--- src/rtl/timer_microondas_pkg.sv ---
// rtl/timer_microondas_pkg.sv - shared constants for the microwave cooking timer
package timer_microondas_pkg;

  // Timer state encodings
  localparam logic [1:0] ST_ZERO  = 2'd0;
  localparam logic [1:0] ST_SET   = 2'd1;
  localparam logic [1:0] ST_COUNT = 2'd2;

  // Largest BCD digit, and the value seconds-tens reloads to on a minute borrow
  localparam logic [3:0] BCD_MAX         = 4'd9;
  localparam logic [3:0] SEC_TENS_RELOAD = 4'd5;

  // Clock cycles per one-second tick at the 100 ms simulation timescale
  localparam int TICK_DIV_DEFAULT = 10;

  // Keypad codes 10-15 are not digits and must be ignored
  function automatic logic is_bcd(input logic [3:0] d);
    return d <= BCD_MAX;
  endfunction

endpackage

--- src/rtl/bcd_down_digit.sv ---
// rtl/bcd_down_digit.sv - one BCD digit of the countdown with load and borrow
module bcd_down_digit (
  input  logic       clk,
  input  logic       reset,
  input  logic       load,
  input  logic [3:0] load_val,
  input  logic       dec,
  input  logic [3:0] reload_val,
  output logic [3:0] digit,
  output logic       borrow_out
);

  // A decrement from 0 wraps to the reload value and borrows from the next digit
  assign borrow_out = dec && (digit == 4'd0);

  // Load wins over decrement; clear and key entry both arrive through load
  always_ff @(posedge clk or posedge reset) begin
    if (reset) begin
      digit <= 4'd0;
    end else if (load) begin
      digit <= load_val;
    end else if (dec) begin
      digit <= (digit == 4'd0) ? reload_val : digit - 4'd1;
    end
  end

endmodule

--- src/rtl/timer_microondas.sv ---
// rtl/timer_microondas.sv - MM:SS BCD countdown timer driven by mag_on
module timer_microondas
  import timer_microondas_pkg::*;
#(
  parameter int TICK_DIV = TICK_DIV_DEFAULT,
  parameter int PRESC_W  = 4
) (
  input  logic       clk,
  input  logic       reset,
  input  logic       clearn,
  input  logic       key_valid,
  input  logic [3:0] key_code,
  input  logic       mag_on,
  output logic [3:0] min_tens,
  output logic [3:0] min_ones,
  output logic [3:0] sec_tens,
  output logic [3:0] sec_ones,
  output logic       timer_done,
  output logic       done_pulse
);

  logic [PRESC_W-1:0] presc_q;
  logic [1:0]         state_q;
  logic               done_pulse_q;
  logic               count_zero;
  logic               last_second;
  logic               run;
  logic               tick;
  logic               key_ok;
  logic               load;
  logic [3:0]         ld_mt, ld_mo, ld_st, ld_so;
  logic               b_so, b_st, b_mo;
  logic               unused_borrow;

  assign count_zero  = ({min_tens, min_ones, sec_tens, sec_ones} == 16'd0);
  assign last_second = ({min_tens, min_ones, sec_tens} == 12'd0) && (sec_ones == 4'd1);
  assign run         = mag_on && !count_zero;
  // Clear has priority, so a tick in a clearing cycle is swallowed
  assign tick        = clearn && run && (presc_q == PRESC_W'(TICK_DIV - 1));
  assign key_ok      = clearn && !mag_on && key_valid && is_bcd(key_code);
  assign load        = !clearn || key_ok;

  // Load value: shifted digits for a key, zeros for a clear
  always_comb begin
    ld_mt = 4'd0;
    ld_mo = 4'd0;
    ld_st = 4'd0;
    ld_so = 4'd0;
    if (key_ok) begin
      ld_mt = min_ones;
      ld_mo = sec_tens;
      ld_st = sec_ones;
      ld_so = key_code;
    end
  end

  bcd_down_digit u_sec_ones (
    .clk(clk), .reset(reset), .load(load), .load_val(ld_so), .dec(tick),
    .reload_val(BCD_MAX), .digit(sec_ones), .borrow_out(b_so)
  );

  bcd_down_digit u_sec_tens (
    .clk(clk), .reset(reset), .load(load), .load_val(ld_st), .dec(b_so),
    .reload_val(SEC_TENS_RELOAD), .digit(sec_tens), .borrow_out(b_st)
  );

  bcd_down_digit u_min_ones (
    .clk(clk), .reset(reset), .load(load), .load_val(ld_mo), .dec(b_st),
    .reload_val(BCD_MAX), .digit(min_ones), .borrow_out(b_mo)
  );

  // Ticks only happen on a nonzero count, so the top digit never borrows out
  bcd_down_digit u_min_tens (
    .clk(clk), .reset(reset), .load(load), .load_val(ld_mt), .dec(b_mo),
    .reload_val(BCD_MAX), .digit(min_tens), .borrow_out(unused_borrow)
  );

  // Sub-second prescaler: runs while counting, holds while paused, zeroed at 00:00
  always_ff @(posedge clk or posedge reset) begin
    if (reset) begin
      presc_q <= '0;
    end else if (!clearn) begin
      presc_q <= '0;
    end else if (run) begin
      presc_q <= (presc_q == PRESC_W'(TICK_DIV - 1)) ? '0 : presc_q + PRESC_W'(1);
    end else if (count_zero) begin
      presc_q <= '0;
    end
  end

  // Registered state and buzzer pulse for a tick that lands on 00:00
  always_ff @(posedge clk or posedge reset) begin
    if (reset) begin
      state_q      <= ST_ZERO;
      done_pulse_q <= 1'b0;
    end else begin
      state_q      <= count_zero ? ST_ZERO : (mag_on ? ST_COUNT : ST_SET);
      done_pulse_q <= tick && last_second && (state_q == ST_COUNT);
    end
  end

  assign timer_done = count_zero;
  assign done_pulse = done_pulse_q;

endmodule
--- config.mk ---
export PLATFORM = sky130hd
export DESIGN_NAME = timer_microondas
export DESIGN_NICKNAME = d
export VERILOG_FILES = /design/src/rtl/timer_microondas_pkg.sv /design/src/rtl/bcd_down_digit.sv /design/src/rtl/timer_microondas.sv
export SDC_FILE = /design/constraint.sdc
export NUM_CORES = 1
export LEC_CHECK = 0
export ABC_AREA = 0
export ABC_CLOCK_PERIOD_IN_PS = 2500
export CELL_PAD_IN_SITES_DETAIL_PLACEMENT = 0
export CELL_PAD_IN_SITES_GLOBAL_PLACEMENT = 2
export CORE_ASPECT_RATIO = 2
export CORE_MARGIN = 2
export CORE_UTILIZATION = 31
export CTS_CLUSTER_DIAMETER = 200
export DETAILED_ROUTE_END_ITERATION = 6
export PLACE_DENSITY_LB_ADDON = 0.12
export SETUP_SLACK_MARGIN = 0.1
export SLEW_MARGIN = 20
export SYNTH_ARGS = -nofsm -noshare
export SYNTH_HDL_FRONTEND = slang
export SYNTH_SLANG_ARGS = --single-unit
export TNS_END_PERCENT = 5
--- constraint.sdc ---
create_clock -name clk -period 2.5 [get_ports clk]
set_input_delay 0.5 -clock clk [delete_from_list [all_inputs] [get_ports clk]]
set_output_delay 0.5 -clock clk [all_outputs]
set_load 0.02 [all_outputs]
Word level (Yosys, flattened, before mapping)
Cells that the tools add are included.
{ "totals": {"regBits": 23, "in_bits": 9, "out_inout_bits": 18} }
{ "op_classes": {"reduce_logical": 26, "mux": 22, "n_lt_le_gt_ge": 1, "add_sub_neg": 5, "n_eq_ne": 4} }
{ "ops": {"columns": ["op", "n"], "rows": [
  ["$mux W4", 20],
  ["$logic_not A16 Y1", 1],
  ["$logic_not A4 Y1", 4],
  ["$sub A4 B1 Y4 const B", 4],
  ["$logic_and A1 B1 Y1", 12],
  ["$logic_not A12 Y1", 1],
  ["$reduce_bool A2 Y1", 4],
  ["$add A4 B1 Y4 const B", 1],
  ["$eq A4 B1 Y1 const B", 1],
  ["$eq A4 B4 Y1 const B", 1],
  ["$le A4 B4 Y1 const B", 1],
  ["$mux W2", 2],
  ["$logic_not A1 Y1", 3],
  ["$ne A3 B1 Y1 const B", 1],
  ["$eq A2 B2 Y1 const B", 1],
  ["$logic_or A1 B1 Y1", 1]
]} }

Longest topological paths before layout
{ "logic_depth": {"word_depth": 10, "depth_mapped": 7} }

By module
From an unflattened synthesis, not the netlist that was laid out.
{ "unflattened": {"hier_cells": 195, "hier_area_um2": 1790.5} }
{ "by_module_without_submodules": {"columns": ["module", "cells_each", "area_each_um2", "instances"], "rows": [
  ["bcd_down_digit", 32, 305.3, 4],
  ["timer_microondas", 67, 569.3, 1]
]} }

Worst setup path before layout
Ideal clock, no wire load.
{ "synth_timing": {"path_type": "reg-to-output", "from": "register u_sec_tens.digit[0]", "to": "output port timer_done", "t_arrival_ps": 1588, "required_time_ps": 2000, "stages_incl_launch_ff": 4, "path_slack_ps": 412, "path_buffers": 0, "cell_sequence": "dfrtp_1 -> nor4_1 -> nand3_1 -> nor2_1"} }
{ "synth_between": {"elab_chain_cells": 1} }
{ "synth_lines": {"columns": ["item", "line_no", "rtl"], "rows": [
  ["from (decl)", "bcd_down_digit.sv:9", "output logic [3:0] digit,"],
  ["from (signal assigned)", "bcd_down_digit.sv:21", "digit <= load_val;"],
  ["from (signal assigned)", "bcd_down_digit.sv:23", "digit <= (digit == 4'd0) ? reload_val : digit - 4'd1;"],
  ["$logic_not A16 Y1", "timer_microondas.sv:35", "assign count_zero = ({min_tens, min_ones, sec_tens, sec_ones} == 16'd0);"],
  ["to (decl)", "timer_microondas.sv:18", "output logic timer_done,"]
]} }
No other way between the ends.

Worst setup path in the final report
{ "layout_timing": {"from": "register u_sec_tens.digit[0]", "to": "register u_min_tens.digit[2]"} }
{ "layout_between": {"elab_chain_cells": 9} }
{ "layout_lines": {"columns": ["item", "line_no", "rtl"], "rows": [
  ["$logic_not A16 Y1", "timer_microondas.sv:35", null],
  ["$logic_not A1 Y1", "timer_microondas.sv:37", "assign run = mag_on && !count_zero;"],
  ["$logic_and A1 B1 Y1", "timer_microondas.sv:37", null],
  ["$logic_and A1 B1 Y1 (2 in a row)", "timer_microondas.sv:39", "assign tick = clearn && run && (presc_q == PRESC_W'(TICK_DIV - 1));"],
  ["$logic_and A1 B1 Y1", "bcd_down_digit.sv:14", "assign borrow_out = dec && (digit == 4'd0);"],
  ["$logic_and A1 B1 Y1 * (2 in a row)", "bcd_down_digit.sv:14", null],
  ["$reduce_bool A2 Y1 (no line) *", null, null],
  ["to (signal assigned)", "bcd_down_digit.sv:21", null],
  ["to (signal assigned)", "bcd_down_digit.sv:23", null],
  ["to (decl)", "bcd_down_digit.sv:9", null]
]} }
Every way passes the cells marked *; elsewhere a longest branch is shown, timed or not.
A chain may end at the register's enable or synchronous reset.

==> qor.txt <==
Flop pwr share: 42.1%
Sw power: 0.3298 mW
Clk pin slew, worst setup/hold paths: 90 ps
Initial Utilization: 32.24%
Antenna cells: 0
Req. time, crit path: 2650 ps
Clock Power Share: 24.6%
R2r setup slk: 210 ps
Grt ovf: 0
Asr flop ratio synth: 100.0%
DR WL met2: 3046 um
Post-Syn Nets: 185
Syn_area_per_cell: 8.600 um^2
Max cap viols: 0
Worst-path maximum fanout: 7
Yosys warning total: 0
Port Buffers: 26
Clk_lat worst skew: 270 ps
Die height: 102.3 um
Type of the worst setup path: flip-flop to flip-flop
Worst EP arrival: 2440 ps
Filler cells: 508
Register bit total from synthesis: 23
TritonCTS Sinks: 23
Worst clock skew: 6.189 ps
Ranking of synthesized cells by area: dfrtp_1 (38%), nor2_1 (5.5%), o21ai_0 (4.3%)
Layout cell share with drive strength beyond 1: 19.83%
VDD IR max: 222.1 uV
M1 wire length: 1975 um
Final nets: 244
DR WL met3: 138 um
Startpoint types: flip-flop
Status: complete, no violations
R2r worst-path depth: 5
Worst-Margin Slew: 569.6 ps
Drt total wl: 5399 um
Hold slack: 527.8 ps
Wire length per cell: 18.81 um
Largest net degree at the start of global routing: 24
Area delta synth->final: 40.80%
Vias/cell: 5.822
Total I/O pin count: 27
Die area: 5433 um^2
Hpwl dp: 4241 um
Antenna Violating Nets Remaining: 0
Final setup fails: 0
Switching Fraction: 33.68%
Die Wd: 53.13 um
RSZ-0062 raised after global routing: yes
Setup crit start: u_sec_tens.digit[0]
Initial antenna violation count: 0
CTS tree: built
Cell taking the most area after synthesis: dfrtp_1
FP Rows: 35
Cts bufs inserted: 3
Global-route wire length before repair: 9101 um
Pins Over Slew Limit: 0
Synth Instances: 174
Total GRT Usage: 23.06%
Fin. Hold Viols: 0
Seq/Total Area, Yosys: 38.46%
Slew headroom: 61.63%
Top routing layer in use: met4
Number of synthesized flops with an enable pin: 0
Crit end category: flip-flop
DRC viols: 0
Top cells by count, synth: dfrtp_1 (23), nor2_1 (22), nand2_1 (13), o21ai_0 (13)
Max clock buf depth: 2
Fmax: 436.2 MHz
Vias in the first global route: 1761
GP Congestion: 0.8936
Tcrit/Tclk final: 91.70%
CTS H-Tree Depth: 1
Cell Area, Synth: 1496 um^2
Cell internal pwr: 0.6493 mW
Leak: 0.8713 nW
Worst Hold Path Cells: 3
Reg2Reg Launch Point: u_sec_tens.digit[0]
Postcts setup bufs: 0
Share of the synthesized area in the top cell type: 38.46%
Most frequent cell after synthesis: dfrtp_1
Post-route setup TNS: 0 ps
DRT iter0 DRCs: 50
Final min period: 2293 ps
First-pass iteration count of the detailed router: 4
P per Cell Area: 464.7 nW/um^2
Hold Crit Class: flip-flop to flip-flop
Hold path startpoint: state_q[0]
Core Box Area: 4642 um^2
Ys flop type: dfrtp_1
Clk root buf: clkbuf_8
Via Count: 1671
Combinational share of power: 33.3%
Synth cell types: 46
[registers in the layout (all words and copies together), names as in the netlist]
| signal | count |
|---|---|
| u_sec_tens.digit | 4 |
| done_pulse | 1 |
| u_min_tens.digit | 4 |
| state_q | 2 |
| u_sec_ones.digit | 4 |
| u_min_ones.digit | 4 |
| presc_q | 4 |
[final timing paths]
check,to
max,u_min_tens.digit[2]
min,done_pulse
max reg2reg,u_min_tens.digit[2]
min reg2reg,done_pulse
max in group asynchronous,u_min_ones.digit[2]
min in group asynchronous,presc_q[0]
[kinds of logic (layout without fill, tap and decap cells)]
kind of cell | after synthesis | after routing | share of synthesized area (%)
fa+ha+maj | 2 | 2 | 1.672
buf+inv | 13 | 71 | 3.344
mux | 3 | 3 | 2.007
simple gates | 81 | 81 | 30.52
compound gates | 52 | 52 | 24.00
flops | 23 | 23 | 38.46
[area by class of cell]
class | count | area (um^2) | share of cell area [%]
Multi-Input combinational cell | 138 | 877.1 | 41.63
Inverter | 6 | 22.52 | 1.069
Sequential cell | 23 | 575.6 | 27.32
Tap cell | 55 | 68.82 | 3.266
Clock buffer | 4 | 45.04 | 2.138
Timing Repair Buffer | 61 | 518.0 | 24.58
[layout by cell type, fill, tap and decap left out, types with 2 or more instances in the layout]
cell	count
o21ai_0	13
nor4_1	3
ha_1	2
or4_1	5
a31oi_1	3
a32o_1	2
dfrtp_1	23
inv_1	6
or2_2	2
nor4_2	2
a211oi_1	7
nor3_1	7
mux2i_1	3
or3_1	6
clkdlybuf4s50_1	25
buf_4	35
nand3_1	6
o22ai_1	2
o211ai_1	3
nor2_1	22
and3b_1	2
and3_1	2
o311ai_0	3
a311oi_1	4
clkbuf_8	3
a21oi_1	6
nand2_1	13
[worst max-delay path, cell delays in order (launching register included)]
cell and delay [ps]:
dfrtp_1 400, buf_4 170, or4_1 630, nor3_1 490
a311oi_1 180, a311oi_1 310
[power groups by stage]
stage	sequential, mW	combinational [mW]	clock, mW
final	0.412	0.326	0.240
after global routing	0.417	0.357	0.269
after CTS	0.413	0.326	0.248
after detailed placement	0.419	0.325	0
after global placement	0.418	0.323	0
after floorplan	0.448	0.138	0
[through the flow]
step	setup slack, ps	utilization, %	area, um^2	cells	power (mW)
floorplan	411.8	-	1496	174	0.5854
global route	67.86	45.39	2107	287	1.042
global placement	46.07	44.39	2061	283	0.7406
CTS	109.9	45.47	2111	287	0.9866
detailed placement	53.50	44.39	2061	283	0.7443
finish	207.5	45.39	2107	287	0.9791
[layer usage]
metal  track usage, %  vias to the layer above
met4            11.83                        0
met3            1.316                       17
met2            42.60                       47
met5                0                        -
met1            25.32                      820
li1                 -                      787
[timing repair]
action	in CTS	in global routing
hold buffers	0	0
setup endpoints to repair	1	3
cloned	0	0
endpoints found under the hold margin	0	0
gates resized for setup	2	2
Note: power is estimated with default switching activity, not from simulation.
